===== config.mk =====
export PLATFORM = sky130hd
export DESIGN_NAME = decode_pipe_stage
export DESIGN_NICKNAME = d
export VERILOG_FILES = /design/src/rtl/decode_pipe_stage.sv
export SDC_FILE = /design/constraint.sdc
export NUM_CORES = 1
export LEC_CHECK = 0
export BUFFER_PORTS_ARGS = -buffer_cell sky130_fd_sc_hd__buf_2
export CAP_MARGIN = 20
export CORE_ASPECT_RATIO = 1.5
export CORE_MARGIN = 2
export CORE_UTILIZATION = 57
export CTS_BUF_LIST = sky130_fd_sc_hd__clkbuf_4
export CTS_CLUSTER_SIZE = 20
export DETAILED_ROUTE_END_ITERATION = 7
export GPL_TIMING_DRIVEN = 0
export PLACE_DENSITY = 0.82
export SLEW_MARGIN = 10
export SYNTH_ARGS = -nofsm -noshare
export SYNTH_HDL_FRONTEND = slang
export SYNTH_SLANG_ARGS = --single-unit

===== constraint.sdc =====
create_clock -name clk -period 2.1 [get_ports clk]
set_input_delay 0.315 -clock clk [delete_from_list [all_inputs] [get_ports clk]]
set_output_delay 0.315 -clock clk [all_outputs]
set_load 0.1 [all_outputs]

===== src/rtl/decode_pipe_stage.sv =====
// -----------------------------------------------------------------------------
// decode_pipe_stage
//   Decode stage between fetch and execute. It reads register operands, stalls
//   on a load-use hazard, resolves branches and jumps (BEQ, BNE, J, JAL, JR),
//   raises a one-cycle redirect to fetch for taken control flow, and buffers
//   decoded instructions in a small circular queue toward execute.
//
// Ports
//   clk, rst_n               clock, asynchronous active-low reset
//   in_valid / in_ready      fetch-side handshake
//   in_pc, in_instr          fetched instruction and its PC
//   rs, rt                   register-file read addresses (combinational)
//   a_gpr, b_gpr             register-file data for rs / rt
//   ld_busy, ld_rd           in-flight load and its destination register
//   flush                    synchronous pipeline clear
//   out_valid / out_ready    execute-side handshake
//   out_pc/instr/a/b         head queue entry
//   redirect_valid/pc        registered branch redirect to fetch
//   occupancy                number of queued entries
// -----------------------------------------------------------------------------
module decode_pipe_stage #(
    parameter int XLEN       = 32,
    parameter int DEPTH      = 2,
    parameter int DELAY_SLOT = 1
) (
    input  logic                       clk,
    input  logic                       rst_n,
    input  logic                       in_valid,
    output logic                       in_ready,
    input  logic [XLEN-1:0]            in_pc,
    input  logic [31:0]                in_instr,
    output logic [4:0]                 rs,
    output logic [4:0]                 rt,
    input  logic [XLEN-1:0]            a_gpr,
    input  logic [XLEN-1:0]            b_gpr,
    input  logic                       ld_busy,
    input  logic [4:0]                 ld_rd,
    input  logic                       flush,
    output logic                       out_valid,
    input  logic                       out_ready,
    output logic [XLEN-1:0]            out_pc,
    output logic [31:0]                out_instr,
    output logic [XLEN-1:0]            out_a,
    output logic [XLEN-1:0]            out_b,
    output logic                       redirect_valid,
    output logic [XLEN-1:0]            redirect_pc,
    output logic [$clog2(DEPTH+1)-1:0] occupancy
);

    localparam int PTR_W = (DEPTH > 1) ? $clog2(DEPTH) : 1;
    localparam int OCC_W = $clog2(DEPTH + 1);

    localparam logic [OCC_W-1:0] DEPTH_OCC    = OCC_W'(DEPTH);
    localparam logic [PTR_W-1:0] LAST_PTR     = PTR_W'(DEPTH - 1);
    localparam logic             DISCARD_SLOT = (DELAY_SLOT == 0);

    localparam logic [5:0] OP_SPECIAL = 6'b000000;
    localparam logic [5:0] OP_J       = 6'b000010;
    localparam logic [5:0] OP_JAL     = 6'b000011;
    localparam logic [5:0] OP_BEQ     = 6'b000100;
    localparam logic [5:0] OP_BNE     = 6'b000101;
    localparam logic [5:0] FN_JR      = 6'b001000;

    // Circular-pointer advance that wraps at DEPTH (DEPTH need not be a power of two).
    function automatic logic [PTR_W-1:0] ptr_inc(input logic [PTR_W-1:0] p);
        if (p == LAST_PTR) begin
            ptr_inc = {PTR_W{1'b0}};
        end else begin
            ptr_inc = p + PTR_W'(1);
        end
    endfunction

    // Queue storage and control state
    logic [XLEN-1:0]  pc_mem_q    [DEPTH];
    logic [31:0]      instr_mem_q [DEPTH];
    logic [XLEN-1:0]  a_mem_q     [DEPTH];
    logic [XLEN-1:0]  b_mem_q     [DEPTH];
    logic [PTR_W-1:0] head_q, head_d;
    logic [PTR_W-1:0] tail_q, tail_d;
    logic [OCC_W-1:0] occ_q, occ_d;
    logic             redirect_valid_q, redirect_valid_d;
    logic [XLEN-1:0]  redirect_pc_q, redirect_pc_d;

    // Combinational decode results
    logic            hazard_s;
    logic            full_s;
    logic            accept_s;
    logic            discard_s;
    logic            push_s;
    logic            pop_s;
    logic            taken_s;
    logic [XLEN-1:0] target_s;
    logic [XLEN-1:0] pc4_s;
    logic [XLEN-1:0] br_off_s;
    logic [XLEN-1:0] j_tgt_s;
    logic [5:0]      opcode_s;
    logic [5:0]      funct_s;

    assign rs       = in_instr[25:21];
    assign rt       = in_instr[20:16];
    assign opcode_s = in_instr[31:26];
    assign funct_s  = in_instr[5:0];

    // Handshake: stall on a load-use hazard or a full queue; flush wins over push/pop.
    always_comb begin
        hazard_s  = in_valid && ld_busy && (ld_rd != 5'd0) && ((ld_rd == rs) || (ld_rd == rt));
        full_s    = (occ_q == DEPTH_OCC);
        in_ready  = !full_s && !hazard_s;
        accept_s  = in_valid && in_ready;
        // Without a delay slot, the instruction fetched right behind a taken
        // branch is on the wrong path: take it off the bus but drop it.
        discard_s = DISCARD_SLOT && redirect_valid_q && accept_s;
        push_s    = accept_s && !discard_s && !flush;
        pop_s     = out_valid && out_ready && !flush;
    end

    // Branch/jump resolution; all PC arithmetic wraps modulo 2^XLEN.
    always_comb begin
        pc4_s    = in_pc + XLEN'(32'd4);
        br_off_s = {{(XLEN-18){in_instr[15]}}, in_instr[15:0], 2'b00};
        j_tgt_s  = {pc4_s[XLEN-1:28], in_instr[25:0], 2'b00};
        taken_s  = 1'b0;
        target_s = pc4_s + br_off_s;
        case (opcode_s)
            OP_BEQ: begin
                taken_s  = (a_gpr == b_gpr);
                target_s = pc4_s + br_off_s;
            end
            OP_BNE: begin
                taken_s  = (a_gpr != b_gpr);
                target_s = pc4_s + br_off_s;
            end
            OP_J, OP_JAL: begin
                taken_s  = 1'b1;
                target_s = j_tgt_s;
            end
            OP_SPECIAL: begin
                if (funct_s == FN_JR) begin
                    taken_s  = 1'b1;
                    target_s = a_gpr;
                end else begin
                    taken_s  = 1'b0;
                    target_s = pc4_s + br_off_s;
                end
            end
            default: begin
                taken_s  = 1'b0;
                target_s = pc4_s + br_off_s;
            end
        endcase
    end

    // Next-state for pointers, occupancy and redirect.
    always_comb begin
        head_d           = head_q;
        tail_d           = tail_q;
        occ_d            = occ_q;
        redirect_valid_d = 1'b0;
        redirect_pc_d    = redirect_pc_q;
        if (flush) begin
            head_d           = {PTR_W{1'b0}};
            tail_d           = {PTR_W{1'b0}};
            occ_d            = {OCC_W{1'b0}};
            redirect_valid_d = 1'b0;
        end else begin
            if (push_s) begin
                tail_d = ptr_inc(tail_q);
            end else begin
                tail_d = tail_q;
            end
            if (pop_s) begin
                head_d = ptr_inc(head_q);
            end else begin
                head_d = head_q;
            end
            case ({push_s, pop_s})
                2'b10:   occ_d = occ_q + OCC_W'(1);
                2'b01:   occ_d = occ_q - OCC_W'(1);
                default: occ_d = occ_q;
            endcase
            // A taken branch is still enqueued; the redirect fires only for it.
            if (push_s && taken_s) begin
                redirect_valid_d = 1'b1;
                redirect_pc_d    = target_s;
            end else begin
                redirect_valid_d = 1'b0;
                redirect_pc_d    = redirect_pc_q;
            end
        end
    end

    // Control registers.
    always_ff @(posedge clk or negedge rst_n) begin
        if (!rst_n) begin
            head_q           <= {PTR_W{1'b0}};
            tail_q           <= {PTR_W{1'b0}};
            occ_q            <= {OCC_W{1'b0}};
            redirect_valid_q <= 1'b0;
            redirect_pc_q    <= {XLEN{1'b0}};
        end else begin
            head_q           <= head_d;
            tail_q           <= tail_d;
            occ_q            <= occ_d;
            redirect_valid_q <= redirect_valid_d;
            redirect_pc_q    <= redirect_pc_d;
        end
    end

    // Queue storage; cleared on reset so the head reads zero while empty.
    always_ff @(posedge clk or negedge rst_n) begin
        if (!rst_n) begin
            for (int i = 0; i < DEPTH; i++) begin
                pc_mem_q[i]    <= {XLEN{1'b0}};
                instr_mem_q[i] <= 32'd0;
                a_mem_q[i]     <= {XLEN{1'b0}};
                b_mem_q[i]     <= {XLEN{1'b0}};
            end
        end else if (push_s) begin
            pc_mem_q[tail_q]    <= in_pc;
            instr_mem_q[tail_q] <= in_instr;
            a_mem_q[tail_q]     <= a_gpr;
            b_mem_q[tail_q]     <= b_gpr;
        end
    end

    assign occupancy      = occ_q;
    assign out_valid      = (occ_q != {OCC_W{1'b0}});
    assign out_pc         = pc_mem_q[head_q];
    assign out_instr      = instr_mem_q[head_q];
    assign out_a          = a_mem_q[head_q];
    assign out_b          = b_mem_q[head_q];
    assign redirect_valid = redirect_valid_q;
    assign redirect_pc    = redirect_pc_q;

endmodule


==> results.md, run 1 <==
- Status: aborted with a tool error
- Last stage reached: global routing (5_1_grt)
- Run Error: [ERROR GRT-0232] Routing congestion too high. Check the congestion heatmap in the GUI.
- Yosys reg bits: 293
- Worst slack at placement: -1.93 ns
- Root Buffer: clkbuf_4
- Starting density of the core: 57.6%
- YS warnings: 0
- Die span in y: 207 microns
- Die width: 139 microns
- Synth Instances: 1283
- Number of synthesized flops with an enable pin: 0
- Maximum root-to-sink buffer count: 3
- Top_reg_cell synth: dfrtp_1
- Synth cell types: 66
- Synth area leaders: dfrtp_1 47%, mux2_2 21%, mux2_1 6.4%
- Clock Sinks: 293
- Worst setup endpoint GRT: redirect_pc[31]$_DFFE_PN0P_/D
- CTS Buf Count: 73
- Final GP Congestion: 0.893
- Register area share after synthesis: 46.9%
- H-tree levels: 3
- Syn_nets: 1456
- I/O Buffers: 312
- Yosys top cell by area: dfrtp_1
- Top cell type's share of synthesized area: 46.9%
- Top post-synthesis cells by count: 297 x mux2_2, 293 x dfrtp_1, 89 x mux2_1
- Total congestion overflow: 206
- Syn avg cell area: 12.2 sq um
- WEP type: register data pin
- Mapped cell area: 0.0156 sq mm
- Ys async rst share: 100%
- Count leader, synth: mux2_2
- Total track usage: 80.5%
- Ports: 314
- Post-DP HPWL: 36900 microns
- Largest net degree at the start of global routing: 102
- Row count: 74
==> stage by stage <==
step | std cells | cell area (sq um) | TNS [ns] | utilization [%]
4_1_cts | 2276 | 24300 | -61.39 | 89.6
3_5_place_dp | 1939 | 18700 | -255.06 | 69.0
3_3_place_gp | 1937 | 18600 | -1578.45 | 68.7
2_1_floorplan | 1283 | 16700 | -36.33 | -
==> what timing repair did <==
item                       in CTS
buffers inserted               68
resized for setup             664
cloned                         10
setup endpoints to repair     287
pin swaps                      65
hold buffers                  135
hold endpoints to repair      369
==> kinds of logic after synthesis <==
logic type,count (synthesis),share of synthesized area (%)
AND/OR/NAND/NOR,205,6.71
adder cells (fa/ha/maj),34,2.77
flip-flops,293,46.9
XOR/XNOR,91,5.10
multiplexers,392,28.2
buffers and inverters,86,2.55
AO/OA/AOI/OAI,182,7.80
==> metal layers <==
layer	GRT overflow	global-route usage, %
met1	1	76.2
met2	115	98.2
met3	3	65.5
met4	87	89.0
met5	0	27.3
==> run 2: changes to the inputs <==
CORE_ASPECT_RATIO = unset   (was 1.5)
CORE_UTILIZATION = 40   (was 57)
CTS_BUF_LIST = unset   (was sky130_fd_sc_hd__clkbuf_4)
CTS_CLUSTER_SIZE = unset   (was 20)
PLACE_DENSITY = unset   (was 0.82)
PLACE_DENSITY_LB_ADDON = 0.15   (was unset)
==> results.md, run 2 <==
- Status: complete, but fails checks
- Failing checks: negative setup slack
- Placed cell count: 2115 (+9.1%)
- Worst Hold End: pc_mem_q[7]
- Worst EP required: 2.53 ns
- Filler Cells Inserted: 3004
- Initial antenna violation count: 0
- Worst-path cell chain: buf_8 > nand4_1 > or3_4 > nor2_4 > nand3_4 > xnor2_4 > ha_4 > a211o_1 > a21oi_2 > o21a_1 > nand2_1 > a221o_1 > or3_1 > a31oi_2 > o21ai_1
- Final GP Congestion: 0.885 (-0.92%)
- Path depth of the worst reg2reg path: 7
- Clock Sinks: 293 (unchanged)
- Unrepaired setup endpoints after global routing: true
- Yosys top cell by area: dfrtp_1
- Slowest cell on crit path: or3_4
- Starting density of the core: 40.5% (-17 points)
- Worst R2R Start: occupancy[1]
- YS warnings: 0 (unchanged)
- DR DRC count: 0
- Top post-synthesis cells by count: 297 x mux2_2, 293 x dfrtp_1, 89 x mux2_1
- Min-delay worst type: in -> reg
- Fin. Hold Viols: 0
- Hold_sp: in_pc[7]
- Fraction of layout cells with a size suffix above 1: 61.6%
- Minimum clock period: 2.91 ns
- Tcrit/Tclk final: 139%
- Register area share after synthesis: 46.9% (unchanged)
- Synth cell types: 66 (unchanged)
- Syn-to-layout area delta: 55.4%
- Most frequent cells in the layout: 290 x dfrtp_1, 238 x mux2_4, 169 x buf_2
- Leakage: 11.2 nW
- Hold Path Cell Cnt: 2
- Multi-input logic area: 0.00989 sq mm
- Synth area leaders: dfrtp_1 47%, mux2_2 21%, mux2_1 6.4%
- Root Buffer: clkbuf_16
- Largest net degree at the start of global routing: 108
- CP peak stage delay: 0.45 ns
- Worst vdd ir: 1.07 mV
- Die width: 202 microns (+45%)
- Non-Filler Instances: 2287
- Flop-to-flop setup slack: 0.16 ns
- Slew Limit Fails: 0
- DR iter-0 viols: 715
- Vias: 12500
- Pwr/cell area: 1270 mW/mm^2
- Number of synthesized flops with an enable pin: 0 (unchanged)
- CTS tree: built
- Post-layout worst setup margin: -0.814 ns
- Nets: 1914
- Critical path buffers and inverters: 1
- Ys async rst share: 100% (unchanged)
- Die span in y: 202 microns (-2.5%)
- Worst r2r dst: a_mem_q[55]
- Core area: 0.0386 sq mm
- Slew @ Worst Pin: 0.825 ns
- Number of iterations in the first detailed-routing pass: 6
- Most common cell after layout, fill and taps aside: dfrtp_1
- Ports: 314 (unchanged)
- Met1 wire length: 24600 microns
- Mapped cell area: 0.0156 sq mm (unchanged)
- H-tree levels: 2 (-1)
- FMAX: 0.343 GHz
- WL/cell: 24.5 microns
- Worst slack at placement: -1.88 ns (+0.0425 ns)
- Die area: 0.0407 sq mm
- I/O Buffers: 312 (unchanged)
- Syn avg cell area: 12.2 sq um (unchanged)
- Maximum root-to-sink buffer count: 3 (unchanged)
- Top layer in use: met4
- FF+latch area: 0.00734 sq mm
- Top_reg_cell synth: dfrtp_1
- Max Cap Viol: 0
- CP arrival: 3.34 ns
- Routed wl met3: 3570 microns
- Worst Clk Skew: 0.0147 ns
- First-pass GRT wire length: 81900 microns
- Via/cell ratio: 5.47
- Total track usage: 26.7%
- Critical Path Start Type: input port
- Yosys reg bits: 293 (unchanged)
- Top cell type's share of synthesized area: 46.9% (unchanged)
- Setup violators final: 138
- WL final: 56100 microns
- Later-pin clock latency in the skew report: 0.55 ns
- Final hold slack: 0.0187 ns
- CTS Buf Count: 36 (-51%)
- Number of routed nets with antenna violations: 0
- Crit path capture type: register
- Largest fanout on the critical path: 4
- Count leader, synth: mux2_2
- Met2 wire length: 26200 microns
- CP top delay family: simple AND/OR/NAND/NOR gates
- Total congestion overflow: 0
- Row count: 72 (-2.7%)
- Syn_nets: 1456 (unchanged)
- Slew headroom: 45.0%
- Synth Instances: 1283 (unchanged)
- Vias in the first global route: 12900
- Post-DP HPWL: 39200 microns (+6.1%)
- Clock-pin slew on the worst setup and hold paths: 0.06 ns
- Crit Path Category: in -> reg
## run 2: cell counts after synthesis
Identical to the previous run, type by type.
## run 2: power breakdown
group / switching (W) / internal [W]
clock network: 0.00254 / 0.00384
logic: 0.0100 / 0.00614
registers: 0.000947 / 0.00736
## run 2: cells by family (layout without fill, tap and decap cells)
kind of cell	after synthesis	after routing	share of synthesized area [%]
xor gates and xnor gates	91	91	5.10
buffers and inverters	86	571	2.55
and+or+nand+nor	205	205	6.71
muxes	392	392	28.2
AOI/OAI and AO/OA	182	182	7.80
DFF	293	293	46.9
other	0	1	0
adders and majority gates	34	34	2.77
## run 2: through the flow
step | util [%] | setup TNS (ns) | total power (W) | cell area (sq um)
floorplan | - | -36.33 | 0.0192 | 16700
global placement | 48.8 | -1764.20 | 0.0211 | 18900
detailed placement | 49.0 | -311.99 | 0.0213 | 18900
CTS | 60.0 | -42.73 | 0.0301 | 23200
global route | 62.9 | -53.87 | 0.0319 | 24300
finish | 62.9 | -46.59 | 0.0308 | 24300
## run 2: per-layer routing
| metal | global-route usage [%] | vias to the layer above |
|---|---|---|
| met5 | 0 | - |
| met3 | 5.86 | 79 |
| met4 | 9.64 | 0 |
| met1 | 36.3 | 6439 |
| met2 | 42.0 | 400 |
| li1 | - | 5603 |
## run 2: timing repair
item / in CTS / in global routing
gates cloned: 8 / 7
setup buffers: 69 / 40
setup endpoints to repair: 333 / 340
hold buffers: 3 / 0
pin swaps: 86 / 60
gates resized for setup: 603 / 203
endpoints found under the hold margin: 88 / 0
## run 2: how the worst max path moves through the flow
stage	to	cells past startpoint	startpoint
2_1_floorplan	redirect_pc[26]	15	in_pc[7]
6_report	redirect_pc[26]	15	in_pc[9]
5_1_grt	redirect_pc[26]	15	in_pc[9]
3_5_place_dp	redirect_pc[26]	15	in_pc[11]
4_1_cts	redirect_pc[26]	16	in_pc[9]
3_3_place_gp	occupancy[0]	1	rst_n
## run 2: cell type report
class	count	area share (%)
well taps	518	2.67
diodes	1	0.0103
repair buffers	434	18.3
multi-input cells	904	40.7
inverters	11	0.170
plain buffers	61	2.94
flip-flops and latches	293	30.2
clock buffers	52	4.45
clock inverters	13	0.561
Note: power is estimated with default switching activity, not from simulation.
